### src/rtl/xoro_rand_gen_stage_if.sv
// Request/response bundle for one xoroshiro128+ stage: seeds and request in,
// output word, valid pulse and exported state out.
interface xoro_rand_gen_stage_if #(
    parameter int BIT_WIDTH = 64
) ();
    logic [BIT_WIDTH-1:0] s0_initial;
    logic [BIT_WIDTH-1:0] s1_initial;
    logic                 next_u64;
    logic [BIT_WIDTH-1:0] r;
    logic                 valid;
    logic [BIT_WIDTH-1:0] s0_new;
    logic [BIT_WIDTH-1:0] s1_new;

    modport master (
        output s0_initial, s1_initial, next_u64,
        input  r, valid, s0_new, s1_new
    );

    modport slave (
        input  s0_initial, s1_initial, next_u64,
        output r, valid, s0_new, s1_new
    );
endinterface

### src/rtl/xoro_rand_gen_stage.sv
// Single xoroshiro128+ stage: loads its seeds on the first edge after reset,
// then emits one 64-bit word per request. Optional macro: RAND_GEN_ZERO_SEED_GUARD_EN.
module xoro_rand_gen_stage #(
    parameter int BIT_WIDTH = 64
) (
    input  logic                  clk,
    input  logic                  reset,
    xoro_rand_gen_stage_if.slave  bus
);
    typedef enum logic {
        ST_LOAD = 1'b0,
        ST_RUN  = 1'b1
    } state_e;

    typedef logic [BIT_WIDTH-1:0] word_t;

    function automatic word_t rotl(input word_t x, input int unsigned n);
        return (x << n) | (x >> (BIT_WIDTH - n));
    endfunction

    state_e state_q, state_d;
    word_t  s0_q, s0_d;
    word_t  s1_q, s1_d;
    word_t  r_q, r_d;
    logic   valid_q, valid_d;
    word_t  t;

    // NOTE: every variable gets a default before any branch, so no path leaves
    // a combinational output unassigned and no latch is inferred.
    always_comb begin
        state_d = state_q;
        s0_d    = s0_q;
        s1_d    = s1_q;
        r_d     = r_q;
        valid_d = 1'b0;
        t       = s1_q ^ s0_q;

        unique case (state_q)
            ST_LOAD: begin
                // The load edge never counts as a request.
                state_d = ST_RUN;
                s0_d    = bus.s0_initial;
                s1_d    = bus.s1_initial;
`ifdef RAND_GEN_ZERO_SEED_GUARD_EN
                if (bus.s0_initial == '0 && bus.s1_initial == '0) begin
                    s1_d = word_t'(1);
                end
`endif
            end
            ST_RUN: begin
                if (bus.next_u64) begin
                    r_d     = s0_q + s1_q;
                    s0_d    = rotl(s0_q, 24) ^ t ^ (t << 16);
                    s1_d    = rotl(t, 37);
                    valid_d = 1'b1;
                end
            end
            default: state_d = ST_LOAD;
        endcase
    end

    // NOTE: state registers use non-blocking assignments so every flop samples
    // the pre-edge values regardless of statement order.
    always_ff @(posedge clk or negedge reset) begin
        if (!reset) begin
            state_q <= ST_LOAD;
            s0_q    <= '0;
            s1_q    <= '0;
            r_q     <= '0;
            valid_q <= 1'b0;
        end else begin
            state_q <= state_d;
            s0_q    <= s0_d;
            s1_q    <= s1_d;
            r_q     <= r_d;
            valid_q <= valid_d;
        end
    end

    assign bus.r      = r_q;
    assign bus.valid  = valid_q;
    assign bus.s0_new = s0_q;
    assign bus.s1_new = s1_q;
endmodule

### src/flat_wrapper.sv
// flat-port wrapper written by rule: the top's interface ports become plain ports
module xoro_rand_gen_stage_flat 
#(
    parameter int BIT_WIDTH = 64
)
  (clk, reset, bus_s0_initial, bus_s1_initial, bus_next_u64, bus_r, bus_valid, bus_s0_new, bus_s1_new);
  xoro_rand_gen_stage_if #(.BIT_WIDTH(BIT_WIDTH)) bus_i ();
  input  logic clk;
  input  logic reset;
  input wire logic [$bits(bus_i.s0_initial)-1:0] bus_s0_initial;
  input wire logic [$bits(bus_i.s1_initial)-1:0] bus_s1_initial;
  input wire logic [$bits(bus_i.next_u64)-1:0] bus_next_u64;
  output wire logic [$bits(bus_i.r)-1:0] bus_r;
  output wire logic [$bits(bus_i.valid)-1:0] bus_valid;
  output wire logic [$bits(bus_i.s0_new)-1:0] bus_s0_new;
  output wire logic [$bits(bus_i.s1_new)-1:0] bus_s1_new;
  assign bus_i.s0_initial = bus_s0_initial;
  assign bus_i.s1_initial = bus_s1_initial;
  assign bus_i.next_u64 = bus_next_u64;
  assign bus_r = bus_i.r;
  assign bus_valid = bus_i.valid;
  assign bus_s0_new = bus_i.s0_new;
  assign bus_s1_new = bus_i.s1_new;
  xoro_rand_gen_stage #(.BIT_WIDTH(BIT_WIDTH)) u_core (.clk(clk), .reset(reset), .bus(bus_i));
endmodule
### config.mk
export PLATFORM = sky130hd
export DESIGN_NAME = xoro_rand_gen_stage_flat
export DESIGN_NICKNAME = d
export VERILOG_FILES = /design/src/rtl/xoro_rand_gen_stage_if.sv /design/src/rtl/xoro_rand_gen_stage.sv /design/src/flat_wrapper.sv
export SDC_FILE = /design/constraint.sdc
export NUM_CORES = 1
export LEC_CHECK = 0
export BUFFER_PORTS_ARGS = -buffer_cell sky130_fd_sc_hd__buf_2
export CORE_ASPECT_RATIO = 1.1
export CORE_UTILIZATION = 45
export DETAILED_ROUTE_END_ITERATION = 10
export HOLD_SLACK_MARGIN = 0.05
export MAX_ROUTING_LAYER = met4
export PLACE_DENSITY = 0.69
export SYNTH_ARGS = -nofsm -noshare
export SYNTH_HDL_FRONTEND = slang
export SYNTH_SLANG_ARGS = --single-unit
### constraint.sdc
create_clock -name clk -period 3.98 [get_ports clk]
set_input_delay 0.398 -clock clk [delete_from_list [all_inputs] [get_ports clk]]
set_output_delay 0.398 -clock clk [all_outputs]
set_load 0.1 [all_outputs]
-- After elaboration in Yosys (flattened, before gate mapping)
Index checks and enable logic that the tools add are counted.
- memories kept: 0
- bits in read-only memories: 0
- bits in latches: 0
- input port bits: 131
- bits in registers: 194
- memory bits (writable): 0
- reduce and logical (&&, ||, !) cells: 1
- $mul: 0
- divide/modulo/power cells: 0
- add/subtract/negate cells: 1
- shift-type cells: 0
- mux-type cells: 6
- equal/unequal tests: 1
- order comparisons: 0
- bitwise operators: 6
- operator list (cell ; number):
    64-bit one-hot mux with 2 select lines ; 2
    64-bit bitwise XOR ; 3
    64-bit 2-to-1 mux ; 2
    64-bit adder ; 1
    64-bit by 24-bit bitwise OR with 64-bit output ; 1
    64-bit by 37-bit bitwise OR with 64-bit output ; 1
    1-bit 2-to-1 mux ; 2
    2-bit inequality test, second input constant ; 1
    2-bit AND reduction ; 1
    1-bit NOT ; 1

-- Longest topological paths before layout
- word-level depth: 5
- gate-level depth with buffers: 12
- depth with buffers taken out: 12

-- Least setup slack after synthesis
No wires, ideal clock.
- path type: register -> register
- from: register u_core.s0_q[0], in the netlist u_core.bus.s0_new[0]
- to: register u_core.r_q[56], in the netlist u_core.bus.r[56]
- cell stages (with the launch flop): 13
- clock period less this slack: 3686 ps
- path slack: 294 ps
- arrival: 3603 ps
- buffers on the path: 0
- path through: dfrtp_1 > ha_1 > fa_1 > a211o_1 > a21oi_1 > o221ai_4 > and3_1 > a2111oi_0 > o21ai_0 > a21oi_1 > o21bai_1 > xnor2_1 > o21ai_0
- cells in the longest elaborated chain, start to end: 1
- ends and longest elaborated chain (what ; RTL line ; RTL):
    start, declared ; xoro_rand_gen_stage.sv:22 ; word_t s0_q, s0_d;
    start signal, assigned ; xoro_rand_gen_stage.sv:67 ; s0_q <= '0;
    start signal, assigned ; xoro_rand_gen_stage.sv:73 ; s0_q <= s0_d;
    64-bit adder ; xoro_rand_gen_stage.sv:52 ; r_d = s0_q + s1_q;
    end signal, assigned ; xoro_rand_gen_stage.sv:75 ; r_q <= r_d;
    end, declared ; xoro_rand_gen_stage.sv:24 ; word_t r_q, r_d;
No other way between the ends.
A chain may end at the register's enable or synchronous reset.

-- Worst setup path after layout
- from: register u_core.s0_q[14], in the netlist u_core.bus.s0_new[14]
- to: register u_core.r_q[57], in the netlist u_core.bus.r[57]
Same word-level chain as after synthesis.

==> results.cfg <==
[grt]
gr-usage-all-layers = 0.390
grt_pass1_vias = 12700
grt_overflow = 0
antenna_found_initial = 0
grt_pass1_wl_um = 82800
grt_max_degree = 145

[timing]
min_period_ps = 3760
fin_skew_ps = 20.1
timing.final.hold_violations = 3
worstMarginPinSlew_ps = 944
slew_violations = 0
grt_setup_unrepaired = no
hold_ws_ps = -4.32
fmax_mhz = 266
slew-limit-headroom = 0.370
min_period_over_period = 0.946
setup_viol = 0
setup_tns_ps = 0

[cts]
cts_buffers = 17
htree_levels = 4
clkSlewWorstSetupHoldPaths_ps = 80
cts_sinks = 194
cts-root-buf = clkbuf_16
cts_buffer_depth = 2
tritoncts = yes
insertion_delay_ps = 460
cts_setup_buffers = 0

[logic_synthesis]
synth_edf_count = 0
synth_area_mm2 = 0.0133
synth_warnings = 0
yosys-top-cells-count = a21oi_1, dfrtp_1, nor2_1, xnor2_1, nand2_1
yosysTopAreaCellShare = 0.366
async_flop_share = 1.00
netlist-cell-type-count = 72
netlist_instances = 1483
netlist_top_cells_area = dfrtp_1, xnor2_1, mux2i_1, a21oi_1, ha_1
synth.most_common_cell = a21oi_1
synth-seq-cells = 194
syn_nets = 1678
synth-main-ff-cell = dfrtp_1
syn_area_per_cell_um2 = 8.93
yosysTopAreaCell = dfrtp_1
synth-seq-area-share = 0.366

[floorplan]
rows = 65
dieArea_mm2 = 0.0301
start_util = 0.460
dieWidth_um = 166
io_pins = 324
fp.dieH_um = 182
core_area_mm2 = 0.0288

[drt]
drt_drc_violations_left = 40
wl_um = 56600
final_antenna_net_count = 0
drt_iter0_drc = 1328
vias_per_cell = 5.96
wl_per_cell_um = 26.2
vias = 12900
first_pass_iters = 9

[placement]
hpwl_um = 44900
placement.io_buffers = 323
gp_congestion = 1.04

[setup_path]
cp.arrival_ps = 4090
reg2reg_to = u_core.bus.r[57]
r2r-start = u_core.bus.s0_new[14]
worstSetupStartpoint = u_core.bus.s0_new[14]
critical_path_class = reg2reg
required_ps = 4310
r2r_slack_ps = 220
critPathCaptureType = flop
reg2regPathDepth = 11
critPathLaunchType = flop
crit_fanout = 6

[min_path]
hold_class = in2async

[run_status]
status = complete, but fails checks
failed_checks = DRC, hold timing

[final_layout]
regArea_mm2 = 0.00486
nets = 1971
area_growth_pct = 20.3
n_antenna_cell = 0
multiInputGateArea_mm2 = 0.00780
drive_gt1_frac = 0.261
fillers = 2719

[run]
maxCapViolations = 0
[area by class of cell]
type / instances / share of cell area
Multi-Input combinational cell: 1152 / 0.490
Sequential cell: 194 / 0.305
Timing Repair Buffer: 391 / 0.137
Tap cell: 368 / 0.0289
Clock buffer: 19 / 0.0278
Clock inverter: 13 / 0.00738
Inverter: 20 / 0.00471
[metal layers]
layer | vias up | wire length, um | GRT usage
met3 | 147 | 4070 | 0.0562
met2 | 684 | 26100 | 0.610
met1 | 6258 | 23200 | 0.489
met5 | - | 0 | -
li1 | 5775 | - | -
met4 | 0 | 3270 | 0.210
[cell usage in the layout (no fill, tap or decap), drive strengths merged, types with 5 or more instances in the layout]
| master | n |
|---|---|
| clkinv | 5 |
| nor3 | 8 |
| nand2 | 123 |
| o21ai | 88 |
| mux2i | 111 |
| clkbuf | 20 |
| xnor2 | 143 |
| buf | 390 |
| o21a | 9 |
| a21oi | 208 |
| dfrtp | 194 |
| nor2 | 164 |
| nor2b | 5 |
| and3 | 5 |
| xor2 | 27 |
| nand3 | 12 |
| a211oi | 7 |
| o31ai | 12 |
| ha | 63 |
| inv | 27 |
| mux2 | 19 |
| o21bai | 15 |
| a21o | 39 |
| nand4 | 28 |
[critical path, cell delays in order (launching register included)]
cell and delay, ps:
dfrtp_1 440, ha_1 500, nand2_1 270, nor3_1 280, nand3_1 140, a311oi_1 590
a211oi_2 110, o21ai_2 290, a211oi_4 140, o31ai_1 410, nor3_1 90, or3b_1 360
[per-stage QoR]
stage	instance area (um2)	hold WS (ps)	utilization	std cells	setup WS [ps]
global placement	15400	451	0.534	2125	396
CTS	15900	56.2	0.554	2157	232
finish	15900	-4.32	0.554	2157	217
floorplan	13300	102	-	1483	294
detailed placement	15400	453	0.534	2125	270
global route	15900	74.3	0.554	2157	9.81
[what timing repair did]
action | CTS | global route
resized for setup | 0 | 1
hold buffers | 0 | 0
setup endpoints to repair | 0 | 1
[sequential cells by signal, indices dropped and copies added (netlist names)]
register / cells
u_core.bus.valid: 1
u_core.state_q: 1
u_core.bus.s0_new: 64
u_core.bus.s1_new: 64
u_core.bus.r: 64
[worst max-delay path by stage]
stage / end / slack, ps / depth (start not counted)
after global placement: u_core.bus.r[52] / 400 / 13
after CTS: u_core.bus.r[52] / 230 / 13
after floorplan: u_core.bus.r[56] / 290 / 12
final: u_core.bus.r[57] / 220 / 11
after detailed placement: u_core.bus.r[52] / 270 / 13
after global routing: u_core.bus.r[61] / 10 / 11
[cells by family (layout without fill, tap and decap cells)]
logic type,Yosys count,count (layout),share of synthesized area
buffers and inverters,137,443,0.0452
XOR/XNOR,170,170,0.112
multiplexers,130,130,0.100
AND/OR/NAND/NOR,367,367,0.121
flip-flops,194,194,0.366
AO/OA/AOI/OAI,420,420,0.193
adder cells (fa/ha/maj),64,64,0.0610
other,1,1,0.000283
Power is not shown: default switching activity piles up to over one toggle a cycle in this logic, so the estimate is an artifact.
